$ cat config.mk
export PLATFORM = sky130hd
export DESIGN_NAME = mult_share_ctrl
export DESIGN_NICKNAME = d
export VERILOG_FILES = /design/src/rtl/mult_share_ctrl.sv
export SDC_FILE = /design/constraint.sdc
export NUM_CORES = 1
export LEC_CHECK = 0
export CORE_UTILIZATION = 50
export CTS_CLUSTER_SIZE = 8
export DETAILED_ROUTE_END_ITERATION = 8
export PLACE_DENSITY = 0.78
export SLEW_MARGIN = 20
export SYNTH_ARGS = -nofsm -noshare
export SYNTH_HDL_FRONTEND = slang
export SYNTH_SLANG_ARGS = --single-unit
$ cat constraint.sdc
create_clock -name clk -period 9.5 [get_ports clk]
set_clock_uncertainty 0.05 [all_clocks]
set_input_delay 0.95 -clock clk [delete_from_list [all_inputs] [get_ports clk]]
set_output_delay 0.95 -clock clk [all_outputs]
set_load 0.02 [all_outputs]
$ cat src/rtl/mult_share_ctrl.sv
// mult_share_ctrl: shared iterative shift-and-add multiplier with round-robin arbitration.
//
// Two requesters present unsigned operands over valid/ready handshakes. The engine
// adds one partial product per cycle, so it needs n cycles per operation. The full
// m+n bit product returns on a valid/ready response port, tagged with the ID of the
// requester that owns it. Only one operation is in flight at a time.
//
// Parameters:
//   m - multiplicand width
//   n - multiplier width, which is also the iteration count
//
// Ports:
//   clk, rst                  clock and synchronous active-high reset
//   req0_valid/ready/a/b      requester 0 operand handshake
//   req1_valid/ready/a/b      requester 1 operand handshake
//   resp_valid/ready          product handshake
//   resp_id                   requester that owns resp_p
//   resp_p                    unsigned product a*b (m+n bits)
//   busy                      engine occupied (not idle)
module mult_share_ctrl #(
  parameter int unsigned m = 8,
  parameter int unsigned n = 8
) (
  input  logic           clk,
  input  logic           rst,
  input  logic           req0_valid,
  output logic           req0_ready,
  input  logic [m-1:0]   req0_a,
  input  logic [n-1:0]   req0_b,
  input  logic           req1_valid,
  output logic           req1_ready,
  input  logic [m-1:0]   req1_a,
  input  logic [n-1:0]   req1_b,
  output logic           resp_valid,
  input  logic           resp_ready,
  output logic           resp_id,
  output logic [m+n-1:0] resp_p,
  output logic           busy
);

  localparam int unsigned PW   = m + n;
  // One spare bit so the counter can represent n without wrapping.
  localparam int unsigned CntW = $clog2(n) + 1;
  localparam int unsigned IdxW = (n > 1) ? $clog2(n) : 1;
  localparam logic [CntW-1:0] CntLast = CntW'(n - 1);

  typedef enum logic [1:0] {
    StIdle,
    StRun,
    StDone
  } state_e;

  state_e          state_q, state_d;
  logic [PW-1:0]   a_q, a_d;
  logic [n-1:0]    b_q, b_d;
  logic [PW-1:0]   acc_q, acc_d;
  logic [CntW-1:0] cnt_q, cnt_d;
  logic            id_q, id_d;
  logic            last_q, last_d;

  logic            gnt0, gnt1;
  logic [IdxW-1:0] bit_idx;

  // Round-robin grant: a lone requester always wins; on a tie the requester that was
  // not served last wins. Built only from valids and last_q, never from the other ready.
  always_comb begin
    gnt0 = req0_valid && (!req1_valid || last_q);
    gnt1 = req1_valid && (!req0_valid || !last_q);
  end

  // Ready is forced low while reset is asserted so nothing appears accepted that the
  // reset is about to discard.
  always_comb begin
    req0_ready = !rst && (state_q == StIdle) && gnt0;
    req1_ready = !rst && (state_q == StIdle) && gnt1;
  end

  assign bit_idx = cnt_q[IdxW-1:0];

  always_comb begin
    state_d = state_q;
    a_d     = a_q;
    b_d     = b_q;
    acc_d   = acc_q;
    cnt_d   = cnt_q;
    id_d    = id_q;
    last_d  = last_q;

    unique case (state_q)
      StIdle: begin
        if (req1_ready) begin
          state_d = StRun;
          a_d     = {{n{1'b0}}, req1_a};
          b_d     = req1_b;
          id_d    = 1'b1;
          last_d  = 1'b1;
          acc_d   = '0;
          cnt_d   = '0;
        end else if (req0_ready) begin
          state_d = StRun;
          a_d     = {{n{1'b0}}, req0_a};
          b_d     = req0_b;
          id_d    = 1'b0;
          last_d  = 1'b0;
          acc_d   = '0;
          cnt_d   = '0;
        end
      end

      StRun: begin
        // No early exit on zero operands: every operation takes exactly n cycles.
        if (b_q[bit_idx]) begin
          acc_d = acc_q + (a_q << cnt_q);
        end
        cnt_d = cnt_q + CntW'(1);
        if (cnt_q == CntLast) begin
          state_d = StDone;
        end
      end

      StDone: begin
        if (resp_ready) begin
          state_d = StIdle;
        end
      end

      default: begin
        state_d = StIdle;
      end
    endcase
  end

  always_ff @(posedge clk) begin
    if (rst) begin
      state_q <= StIdle;
      a_q     <= '0;
      b_q     <= '0;
      acc_q   <= '0;
      cnt_q   <= '0;
      id_q    <= 1'b0;
      last_q  <= 1'b1;
    end else begin
      state_q <= state_d;
      a_q     <= a_d;
      b_q     <= b_d;
      acc_q   <= acc_d;
      cnt_q   <= cnt_d;
      id_q    <= id_d;
      last_q  <= last_d;
    end
  end

  // Response outputs decode straight from flops; acc and id are frozen in DONE, so
  // the response stays stable under backpressure.
  always_comb begin
    resp_valid = (state_q == StDone);
    resp_p     = acc_q;
    resp_id    = id_q;
    busy       = (state_q != StIdle);
  end

endmodule

# Yosys cells after proc, flatten, opt, wreduce, memory -nomap -nowiden
# Index checks and enable logic that the tools add are counted.
dict set report word_totals {
  reg_bits 48
  in_bits 37
  elab_cells 57
}
dict set report op_classes {
  add_sub_neg 2
  magnitude_cmp 1
  n_eq_ne 7
  shifts 1
  n_mux 20
  reduce_logical 19
}
# cell count
set ops {}
lappend ops {{2-to-1 mux 16 bit} 5}
lappend ops {{one-hot mux 16 bit (2 select lines)} 1}
lappend ops {{adder 16 bit} 1}
lappend ops {{2-to-1 mux 8 bit} 2}
lappend ops {{<< shifter 16 x 4 -> 16 bit} 1}
lappend ops {{2-to-1 mux 2 bit} 4}
lappend ops {{2-to-1 mux 4 bit} 2}
lappend ops {{one-hot mux 4 bit (2 select lines)} 1}
lappend ops {{one-hot mux 2 bit (3 select lines)} 1}
lappend ops {{AND reduction 3 bit} 2}
lappend ops {{nonzero test 2 bit} 3}
lappend ops {{logical AND 1 bit} 5}
lappend ops {{adder 4 x 1 -> 4 bit, second input constant} 1}
lappend ops {{== test 4 x 3 -> 1 bit, second input constant} 1}
lappend ops {{zero test 1 bit} 4}
lappend ops {{< comparator 3 x 4 -> 1 bit, second input constant} 1}
lappend ops {{!= test 2 bit, second input constant} 2}
lappend ops {{AND reduction 2 bit} 2}
lappend ops {{binary-select mux 1 bit (select 3 bit)} 1}
lappend ops {{2-to-1 mux 1 bit} 3}
lappend ops {{!= test 3 bit, second input constant} 1}
lappend ops {{== test 2 x 1 -> 1 bit, second input constant} 1}
lappend ops {{== test 2 bit, second input constant} 1}
lappend ops {{zero test 2 bit} 1}
lappend ops {{2 further kinds} 3}

# Depth between registers and ports, before layout
# Gate-level depths: netlist of run 1.
dict set report depth {
  depth_word 7
  mapped_depth 14
  depth_no_buf 13
}

# Least setup slack after synthesis of run 1
# OpenSTA, ideal clock, no wires.
dict set report synth_path {
  kind {register to register}
  start {register cnt_q[1]}
  end {register acc_q[15], in the netlist resp_p[15]}
  setup_ps 122
  t_arrival_ps 3030
  path_slack_ps 6298
  path_stages_with_launch 14
  n_path_buf 2
  cell_sequence {dfxtp_1 > buf_2 > mux2_2 > o21ai_0 > mux2i_1 > a22o_1 > ha_1 > buf_2 > a21o_1 > o221a_2 > a221oi_2 > a21oi_1 > o211a_1 > a221o_1}
}
dict set report synth_between {
  elab_chain_cells 4
  word_cells_on_any_way 8
}
# element line
set synth_rtl {}
lappend synth_rtl {{start: declaration} 57} ;# logic [CntW-1:0] cnt_q, cnt_d;
lappend synth_rtl {{start signal: assignment} 147} ;# cnt_q <= cnt_d;
lappend synth_rtl {{<< shifter 16 x 4 -> 16 bit / binary-select mux 1 bit (select 3 bit) (equally long branches)} {113, 112}}
lappend synth_rtl {{adder 16 bit / 2-to-1 mux 1 bit (equally long branches)} {113, 112}}
lappend synth_rtl {{2-to-1 mux 16 bit / != test 2 bit (equally long branches)} n/a}
lappend synth_rtl {{one-hot mux 16 bit (2 select lines) / AND reduction 3 bit (equally long branches)} n/a}
lappend synth_rtl {{end signal: assignment} 138} ;# acc_q <= '0;
lappend synth_rtl {{end signal: assignment} 146} ;# acc_q <= acc_d;
lappend synth_rtl {{end: declaration} 56} ;# logic [PW-1:0] acc_q, acc_d;
# Parallel ways exist; a longest one is shown, timed or not. The select of a mux whose other input is x is not followed.
# A chain may end at the register's enable or synchronous reset.

# Worst setup path in the final report of run 1
dict set report layout_path {
  start {input rst}
  end {output req1_ready}
}
dict set report layout_between {
  elab_chain_cells 3
}
# element line
set layout_rtl {}
lappend layout_rtl {{start: declaration} 25} ;# input logic rst,
lappend layout_rtl {{zero test 1 bit} 75} ;# req1_ready = !rst && (state_q == StIdle) && gnt1;
lappend layout_rtl {{logical AND 1 bit (2 in series)} 75}
lappend layout_rtl {{end: declaration} 31} ;# output logic req1_ready,
# No other way between the ends.

==> run_results.csv, run 1 <==
group,metric,value,unit
sta,holdWs,0.4221,ns
final_layout,nFillCells,501,
floorplanning,core_area,5507,um2
final_layout,num_antenna_cells,0,
drt,vias,2745,
final_layout,mostFrequentLayoutCells,"clkdlybuf4s50_1 (57), nor2_1 (42), dfxtp_1 (40), nand2_1 (36), mux2i_1 (23)",
sta,finalSetupViolCount,0,
drt,first_iter_violations,160,
cts,clock_latency,0.30,ns
synthesis,synth_area_per_cell,8.181,um2
synthesis,yosysWarningCount,0,
cts,cts_root_buf,"clkbuf_8",
critical_path,rr_worst_depth,11,
synthesis,synth_cell_types,49,
cts,cts_tree,"done",
sta,hold_violations,0,
global_routing,antenna_found_initial,0,
final_layout,post-route-util,63.96,%
sta,relSlewSlack,36.60,%
critical_path,cp.required,8.50,ns
final_layout,regArea,800.8,um2
global_routing,use_met2,40.44,%
drt,vias_per_cell,5.878,
power,leakage,1.425,nW
critical_path,worstReg2RegStart,"cnt_q[1]$_SDFFE_PP0P_",
sta,rsz0062_at_grt,"no",
drt,drc,0,
final_layout,nets,448,
sta,max_freq,0.2378,GHz
cts,htree_levels,2,
power,power.density,110.1,nW/um2
cts,cts_resized,0,
sta,period_minus_slack,4.206,ns
final_layout,instances_no_fill,467,
drt,detail-route-antenna-nets,0,
sta,setup_tns,0,ns
final_layout,multi_input_comb_area,1917,um2
sta,finalMaxSlewViolations,0,
critical_path,worstReg2RegEnd,"resp_p[15]$_SDFFE_PP0P_",
floorplanning,die_x,77.57,um
synthesis,ys_seq_elements,40,
critical_path,cp-end-kind,"primary output",
power,total_power,0.3877,mW
global_routing,grt_pass1_wl,11430,um
critical_path,worstSetupStartpoint,"rst",
synthesis,ys_seq_area_share,28.05,%
global_routing,grt_pass1_vias,2567,
global_routing,grtUsageMet3,2.706,%
cts,clk_pin_slew,0.08,ns
final_layout,drive_gt1_share,6.329,%
cts,ctsHoldBuffers,0,
global_routing,grt-ovfl-total,0,
global_routing,grt_use_total,23.73,%
drt,wl_per_cell,14.39,um
status,status,"completed",
floorplanning,io_pins,58,
critical_path,path_max_fanout,35,
global_routing,grt_max_degree,36,
final_layout,area_delta_synth_final,23.36,%
power,ir_drop,0.00008401,V
floorplanning,initial_core_util,51.85,%
synthesis,synth_cells,349,
critical_path,path_class,"in -> out",
critical_path,cp-endpoint,"req1_ready",
floorplanning,fp.dieArea,6016,um2
synthesis,synth_area,2855,um2
cts,clkSinkCount,40,
critical_path,cp-start-kind,"input port",
final_layout,final_common_cell,"clkdlybuf4s50_1",
floorplanning,placementRows,27,
placed_design,portBuffers,57,
sta,timing.final.crit_share,44.27,%
drt,routed_wl,6722,um
critical_path,cp.arrival,3.21,ns
flow_run,max_cap_violations,0,
cts,post_cts_buffers,0,
floorplanning,dieHeight,77.57,um
placed_design,gp_congestion,0.8839,
drt,drtPass1Iterations,4,
global_routing,met1_usage,29.80,%
sta,max_slew.worst_pin.slew,0.9510,ns
placed_design,hpwl,5115,um
cts,cts_buffers,5,
critical_path,reg2reg_setup_slack,5.68,ns
placed_design,dp_cells,459,
global_routing,grt_busiest_layer,"met2",
synthesis,synth_nets,403,
worst_hold_path,min_path_type,"reg -> reg",
cts,clock_path_buffers,2,
[kinds of logic after synthesis]
| family | after synthesis | synth area share [%] |
|---|---|---|
| flip-flops | 40 | 28.05 |
| adder cells (fa/ha/maj) | 17 | 7.712 |
| AO/OA/AOI/OAI | 104 | 24.89 |
| XOR/XNOR | 9 | 2.761 |
| multiplexers | 32 | 13.58 |
| AND/OR/NAND/NOR | 115 | 18.01 |
| buffers and inverters | 32 | 4.995 |
[per-layer routing]
layer | up-vias | wire length [um]
met5 | - | 0
met4 | 0 | 179
met3 | 16 | 261
met2 | 58 | 3311
met1 | 1304 | 2969
li1 | 1367 | -
[Yosys cell counts, drive strengths merged]
| cell type | n | area [um2] |
|---|---|---|
| a211oi | 21 | 157.7 |
| o221a | 1 | 11.26 |
| o31ai | 1 | 7.510 |
| nor4 | 3 | 18.77 |
| o22ai | 5 | 31.28 |
| o31a | 1 | 8.760 |
| clkbuf | 15 | 56.30 |
| nor2b | 8 | 50.05 |
| and3 | 3 | 23.77 |
| ha | 16 | 200.2 |
| nand3 | 5 | 25.02 |
| xor2 | 6 | 52.55 |
| a32o | 3 | 30.03 |
| o211ai | 3 | 22.52 |
| a31oi | 1 | 6.260 |
| a211o | 2 | 17.52 |
| nand2b | 4 | 25.02 |
| xnor2 | 3 | 26.28 |
| o21a | 3 | 22.52 |
| and2 | 1 | 6.260 |
| nand2 | 36 | 135.1 |
| inv | 11 | 41.29 |
| nand4 | 2 | 12.51 |
| mux2 | 4 | 45.04 |
| o21bai | 2 | 15.01 |
| or3 | 3 | 18.77 |
| dfxtp | 40 | 800.8 |
| a221o | 1 | 10.01 |
| o21ai | 19 | 95.09 |
| a32oi | 1 | 8.760 |
| a22o | 5 | 43.79 |
| fa | 1 | 20.02 |
| nor2 | 43 | 163.9 |
| a21o | 8 | 61.31 |
| o211a | 1 | 10.01 |
| mux2i | 24 | 252.7 |
| a21oi | 21 | 105.1 |
| nor3 | 7 | 35.03 |
| a22oi | 3 | 22.52 |
| mux4 | 4 | 90.09 |
| o311ai | 1 | 8.760 |
| buf | 6 | 45.04 |
| a221oi | 1 | 15.01 |
[flip-flops by register name (all words and copies together) (netlist names)]
register / cells
state_q: 2
b_q: 8
cnt_q: 4
resp_id: 1
last_q: 1
a_q: 8
resp_p: 16
[through the flow]
step,cell area [um2],worst slack [ns]
floorplan,2855,6.298
global placement,3435,5.310
detailed placement,3435,5.313
CTS,3522,5.297
global route,3522,5.082
finish,3522,5.294
[power by group]
group          switching (mW)  total [mW]  internal [mW]  leakage [nW]
Sequential             0.0104       0.186          0.175         0.326
Combinational          0.0424      0.0866         0.0442          1.05
Clock                  0.0641       0.115         0.0512        0.0479
Total                   0.117       0.388          0.271          1.43
[cell type report]
type	instances	share of cell area, %
Sequential cell	40	22.74
Inverter	11	1.172
Tap cell	72	2.558
Clock inverter	3	0.5329
Multi-Input combinational cell	277	54.42
Timing Repair Buffer	59	16.63
Clock buffer	5	1.954
[critical path, stage by stage]
cell and delay, ns:
clkdlybuf4s50_1 0.45, buf_4 0.34, a211o_1 0.79, inv_1 0.10
clkdlybuf4s50_1 0.57
[worst min path at each step]
stage,end,startpoint,cells past startpoint
finish,resp_id$_SDFFE_PP0P_,resp_id$_SDFFE_PP0P_,2
global route,resp_id$_SDFFE_PP0P_,resp_id$_SDFFE_PP0P_,2
CTS,resp_id$_SDFFE_PP0P_,resp_id$_SDFFE_PP0P_,2
detailed placement,resp_id$_SDFFE_PP0P_,resp_id$_SDFFE_PP0P_,2
global placement,resp_id$_SDFFE_PP0P_,resp_id$_SDFFE_PP0P_,2
floorplan,last_q$_SDFFE_PP1P_,last_q$_SDFFE_PP1P_,1
No activity file was read; power rests on OpenSTA's default activity.
==> run 2: changes to the inputs <==
clock period = 4.35 ns   (was 9.5 ns; I/O delays follow)
==> run 2 against run 1 <==
Net effect: non-clock buffer count rose by 3; sequential cell count unchanged; worst setup slack lost 4.5 ns; sequential power rose by 120%; utilization is 1.1 points higher; via count fell by 0.80%; register-to-register slack worse by 4.9 ns; global-route usage is 1.0 points higher; highest routed layer unchanged.
==> run_results.csv, run 2 (same netlist as run 1, synthesis figures left out) <==
group,metric,value,unit
status,status,"completed",
global_routing,antenna_found_initial,0,
power,pwr-share-comb,20.5,%
placed_design,gp_congestion,0.9030,
drt,detail-route-antenna-nets,0,
floorplanning,core_area,5507,um2
sta,setup_tns,0,ns
drt,routed_wl,6947,um
global_routing,grt_max_degree,35,
power,p_int,0.6827,mW
critical_path,path_max_fanout,21,
drt,first_iter_violations,123,
final_layout,mostFrequentLayoutCells,"clkdlybuf4s50_1 (57), nor2_1 (42), dfxtp_1 (40), nand2_1 (36), mux2i_1 (23)",
sta,finalSetupViolCount,0,
floorplanning,io_pins,58,
sta,hold_violations,0,
cts,htree_levels,2,
power,ir_drop,0.0001490,V
floorplanning,placementRows,27,
power,clock_power_share,36.6,%
cts,post_cts_buffers,0,
floorplanning,dieHeight,77.57,um
power,sequentialPowerShare,42.9,%
power,leakage,1.457,nW
global_routing,grt_pass1_wl,11870,um
drt,drtPass1Iterations,4,
final_layout,final_common_cell,"clkdlybuf4s50_1",
critical_path,cp-start-kind,"flip-flop",
cts,clkSinkCount,40,
drt,vias,2723,
sta,rsz0062_at_grt,"no",
cts,cts_tree,"done",
power,netSwitchingPower,0.2589,mW
floorplanning,fp.dieArea,6016,um2
power,total_power,0.9417,mW
power,swShare,27.50,%
cts,cts_buffers,5,
cts,ctsHoldBuffers,0,
final_layout,post-route-util,65.08,%
cts,clk_pin_slew,0.08,ns
floorplanning,initial_core_util,51.85,%
flow_run,max_cap_violations,0,
critical_path,reg2reg_setup_slack,0.82,ns
sta,max_freq,0.2831,GHz
final_layout,nets,451,
critical_path,cp-end-kind,"flip-flop",
sta,max_slew.worst_pin.slew,0.7132,ns
sta,holdWs,0.4163,ns
sta,worst_slack,0.8176,ns
critical_path,cp.arrival,3.68,ns
sta,period_minus_slack,3.532,ns
sta,timing.final.crit_share,81.20,%
final_layout,area_delta_synth_final,25.50,%
drt,vias_per_cell,5.794,
floorplanning,die_x,77.57,um
critical_path,worstPathCellList,"inv_1 -> o21ai_0 -> mux2i_1 -> a22o_1 -> ha_1 -> a21o_1 -> o221a_2 -> a221oi_2 -> a21oi_1 -> o211a_1 -> a221o_1",
placed_design,portBuffers,57,
critical_path,cp.required,4.50,ns
critical_path,critical_path.max_stage_delay,0.79,ns
worst_hold_path,min_path_type,"reg -> reg",
cts,clock_path_buffers,2,
final_layout,drive_gt1_share,7.035,%
sta,relSlewSlack,52.39,%
final_layout,largest_register_ffs,16,
drt,drc,0,
placed_design,hpwl,5304,um
drt,wl_per_cell,14.78,um
cts,cts_root_buf,"clkbuf_8",
cts,cts_resized,0,
cts,clock_latency,0.31,ns
global_routing,grt-ovfl-total,0,
sta,finalMaxSlewViolations,0,
worst_hold_path,whs_path_depth,2,
placed_design,pre_cts_slack,0.8578,ns
power,power.density,262.8,nW/um2
critical_path,rr_worst_depth,11,
global_routing,grt_use_total,24.75,%
final_layout,nFillCells,476,
global_routing,grt_pass1_vias,2582,
final_layout,num_antenna_cells,0,
critical_path,crit_slowest_cell,"dfxtp_1",
critical_path,path_class,"reg -> reg",
-- run 2: changes by cell type in the layout (fill, tap and decap cells not counted) --
| cell | delta |
|---|---|
| buf_4 | +3 |
| bufinv_16 | +1 |
| clkbuf_8 | +2 |
| clkinv_2 | -2 |
| clkinv_4 | -1 |
-- run 2: power groups by stage --
stage	Sequential, mW	Clock, mW	Combinational, mW
after floorplan	0.406	0	0.130
after global placement	0.412	0	0.189
after detailed placement	0.412	0	0.191
after CTS	0.404	0.348	0.193
after global routing	0.408	0.362	0.213
final	0.404	0.345	0.193
-- run 2: layout make-up --
type                            count  area, um2  share of cell area, %
Tap cell                           72      90.09                  2.514
Inverter                           11      41.29                  1.152
Sequential cell                    40      800.8                  22.35
Timing Repair Buffer               62      608.1                  16.97
Clock buffer                        7      96.34                  2.689
Clock inverter                      1      30.03                 0.8380
Multi-Input combinational cell    277       1917                  53.49
-- run 2: layer usage --
| layer | global-route usage (%) | vias to the layer above | share of wire (%) |
|---|---|---|---|
| met5 | 0 | - | 0 |
| met3 | 4.353 | 11 | 3.2 |
| met2 | 41.68 | 59 | 48 |
| li1 | - | 1372 | - |
| met4 | 7.736 | 0 | 1.5 |
| met1 | 31.98 | 1281 | 47 |
-- run 2: final timing paths --
check,start,end
worst min register to register,resp_id$_SDFFE_PP0P_,resp_id$_SDFFE_PP0P_
worst max-delay path,cnt_q[0]$_SDFFE_PP0P_,resp_p[15]$_SDFFE_PP0P_
worst max register to register,cnt_q[0]$_SDFFE_PP0P_,resp_p[15]$_SDFFE_PP0P_
worst min-delay path,resp_id$_SDFFE_PP0P_,resp_id$_SDFFE_PP0P_
-- run 2: worst max-delay path: cells and delay by family (launching register included) --
kind	cells	cell delay, ns
buffers and inverters	1	0.25
multiplexers	1	0.13
flip-flops	1	0.79
adder cells (fa/ha/maj)	1	0.36
AO/OA/AOI/OAI	8	1.84
-- run 2: per-stage QoR --
stage / cells / area (um2)
after global routing: 470 / 3583
after CTS: 470 / 3583
after detailed placement: 462 / 3457
final: 470 / 3583
after global placement: 462 / 3457
after floorplan: 349 / 2855
==> run 3: changes to the inputs <==
clock period = 3.38 ns   (was 4.35 ns; I/O delays follow)
==> run 3 against run 2 <==
Net effect: sequential cell count stayed put; total power increased by 25%; final cell count rose by 1.7%; via count is 2.8% higher; highest routed layer unchanged; clock power up 15%; worst setup slack got worse by 0.59 ns; worst hold slack gained 0.028 ns; non-clock buffer count grew 8.
==> run_results.csv, run 3 (same netlist as run 1, synthesis figures left out) <==
group,metric,value,unit
status,status,"completed",
power,power.density,323.3,nW/um2
drt,first_iter_violations,176,
final_layout,nets,459,
floorplanning,io_pins,58,
final_layout,final_common_cell,"clkdlybuf4s50_1",
power,clock_power_share,33.6,%
sta,hold_violations,0,
placed_design,dp_cells,470,
global_routing,grt_use_total,25.32,%
floorplanning,dieHeight,77.57,um
power,sequentialPowerShare,43.9,%
final_layout,drive_gt1_share,9.852,%
final_layout,instances_no_fill,478,
sta,max_freq,0.3173,GHz
sta,timing.final.crit_share,93.25,%
drt,vias,2798,
critical_path,cp.arrival,3.29,ns
sta,finalMaxSlewViolations,0,
final_layout,nFillCells,464,
floorplanning,initial_core_util,51.85,%
cts,post_cts_buffers,0,
cts,cts_tree,"done",
drt,detail-route-antenna-nets,0,
placed_design,portBuffers,57,
sta,rsz0062_at_grt,"no",
global_routing,grt_max_degree,34,
cts,clock_path_buffers,2,
final_layout,area_delta_synth_final,27.43,%
floorplanning,core_area,5507,um2
power,p_int,0.8429,mW
power,ir_drop,0.0002069,V
power,leakage,1.486,nW
cts,clkSinkCount,40,
placed_design,gp_congestion,0.8874,
global_routing,antenna_found_initial,0,
power,pwr-share-comb,22.5,%
sta,period_minus_slack,3.152,ns
critical_path,cp.required,3.52,ns
sta,max_slew.worst_pin.slew,0.5959,ns
critical_path,cp-start-kind,"flip-flop",
drt,drc,0,
worst_hold_path,min_path_type,"reg -> reg",
floorplanning,fp.dieArea,6016,um2
cts,cts_root_buf,"clkbuf_8",
final_layout,mostFrequentLayoutCells,"clkdlybuf4s50_1 (57), nor2_1 (42), dfxtp_1 (38), nand2_1 (36), mux2i_1 (23)",
power,swShare,28.35,%
drt,vias_per_cell,5.854,
critical_path,path_max_fanout,6,
cts,clk_pin_slew,0.08,ns
critical_path,path_class,"reg -> reg",
sta,finalSetupViolCount,0,
final_layout,num_antenna_cells,0,
floorplanning,placementRows,27,
final_layout,largest_register_ffs,16,
drt,wl_per_cell,15.46,um
sta,relSlewSlack,59.77,%
sta,setup_tns,0,ns
power,total_power,1.176,mW
global_routing,grt_pass1_vias,2516,
floorplanning,die_x,77.57,um
drt,routed_wl,7390,um
cts,cts_buffers,5,
power,netSwitchingPower,0.3335,mW
placed_design,hpwl,5820,um
cts,clock_latency,0.30,ns
flow_run,max_cap_violations,0,
global_routing,grt-ovfl-total,0,
drt,drtPass1Iterations,4,
critical_path,cp-end-kind,"flip-flop",
cts,htree_levels,2,
global_routing,grt_pass1_wl,12190,um
-- run 3: per-layer routing --
| layer | track usage (%) | wire [um] | share of wire (%) | up-vias |
|---|---|---|---|---|
| li1 | - | - | - | 1386 |
| met1 | 33.70 | 3343 | 45 | 1315 |
| met2 | 41.15 | 3556 | 48 | 78 |
| met3 | 4.706 | 356 | 4.8 | 19 |
| met4 | 8.113 | 134 | 1.8 | 0 |
| met5 | 0 | 0 | 0 | - |
-- run 3: through the flow --
stage | hold WS (ns) | instance area, um2 | util, % | worst slack [ns]
after global placement | 0.4080 | 3517 | 63.87 | 0.2427
final | 0.4439 | 3638 | 66.08 | 0.2282
after CTS | 0.4534 | 3628 | 65.89 | 0.1175
after global routing | 0.4674 | 3638 | 66.08 | 0.01242
after floorplan | 0.4388 | 2855 | - | 0.1779
after detailed placement | 0.4210 | 3517 | 63.87 | 0.1470
-- run 3: power by group through the flow --
stage,combinational (mW),sequential (mW),clock (mW)
floorplan,0.167,0.522,0
global placement,0.256,0.526,0
detailed placement,0.262,0.526,0
CTS,0.264,0.516,0.402
global route,0.287,0.520,0.428
finish,0.264,0.516,0.396
-- run 3: cell type report --
type / instances / area [um2] / share of cell area (%)
sequential: 40 / 803.3 / 22.08
tap: 72 / 90.09 / 2.476
timing repair buffer: 70 / 668.1 / 18.36
clock buffer: 5 / 68.82 / 1.891
inverter: 11 / 41.29 / 1.135
clock inverter: 3 / 42.54 / 1.169
multi-input combinational: 277 / 1924 / 52.89
-- run 3: final timing paths --
kind                                             from                       to  slack [ns]  depth (start not counted)
worst max-delay path            cnt_q[1]$_SDFFE_PP0P_  resp_p[15]$_SDFFE_PP0P_        0.23                         12
worst max register to register  cnt_q[1]$_SDFFE_PP0P_  resp_p[15]$_SDFFE_PP0P_        0.23                         12
worst min register to register   resp_id$_SDFFE_PP0P_     resp_id$_SDFFE_PP0P_        0.44                          2
worst min-delay path             resp_id$_SDFFE_PP0P_     resp_id$_SDFFE_PP0P_        0.44                          2
-- run 3: what timing repair did --
action / CTS / global route
endpoints found under the setup margin: 0 / 4
hold buffers: 0 / 0
gates resized for setup: 0 / 4
-- run 3: worst max-delay path, cell delays in order (launching register included) --
cell      delay, ns
dfxtp_2        0.38
buf_4          0.17
mux2_2         0.35
o21ai_0        0.23
o21ai_0        0.14
nor2b_1        0.15
ha_1           0.36
nand2_1        0.10
o21ai_0        0.34
o211ai_1       0.17
and3_4         0.19
o211a_1        0.19
a221o_1        0.25
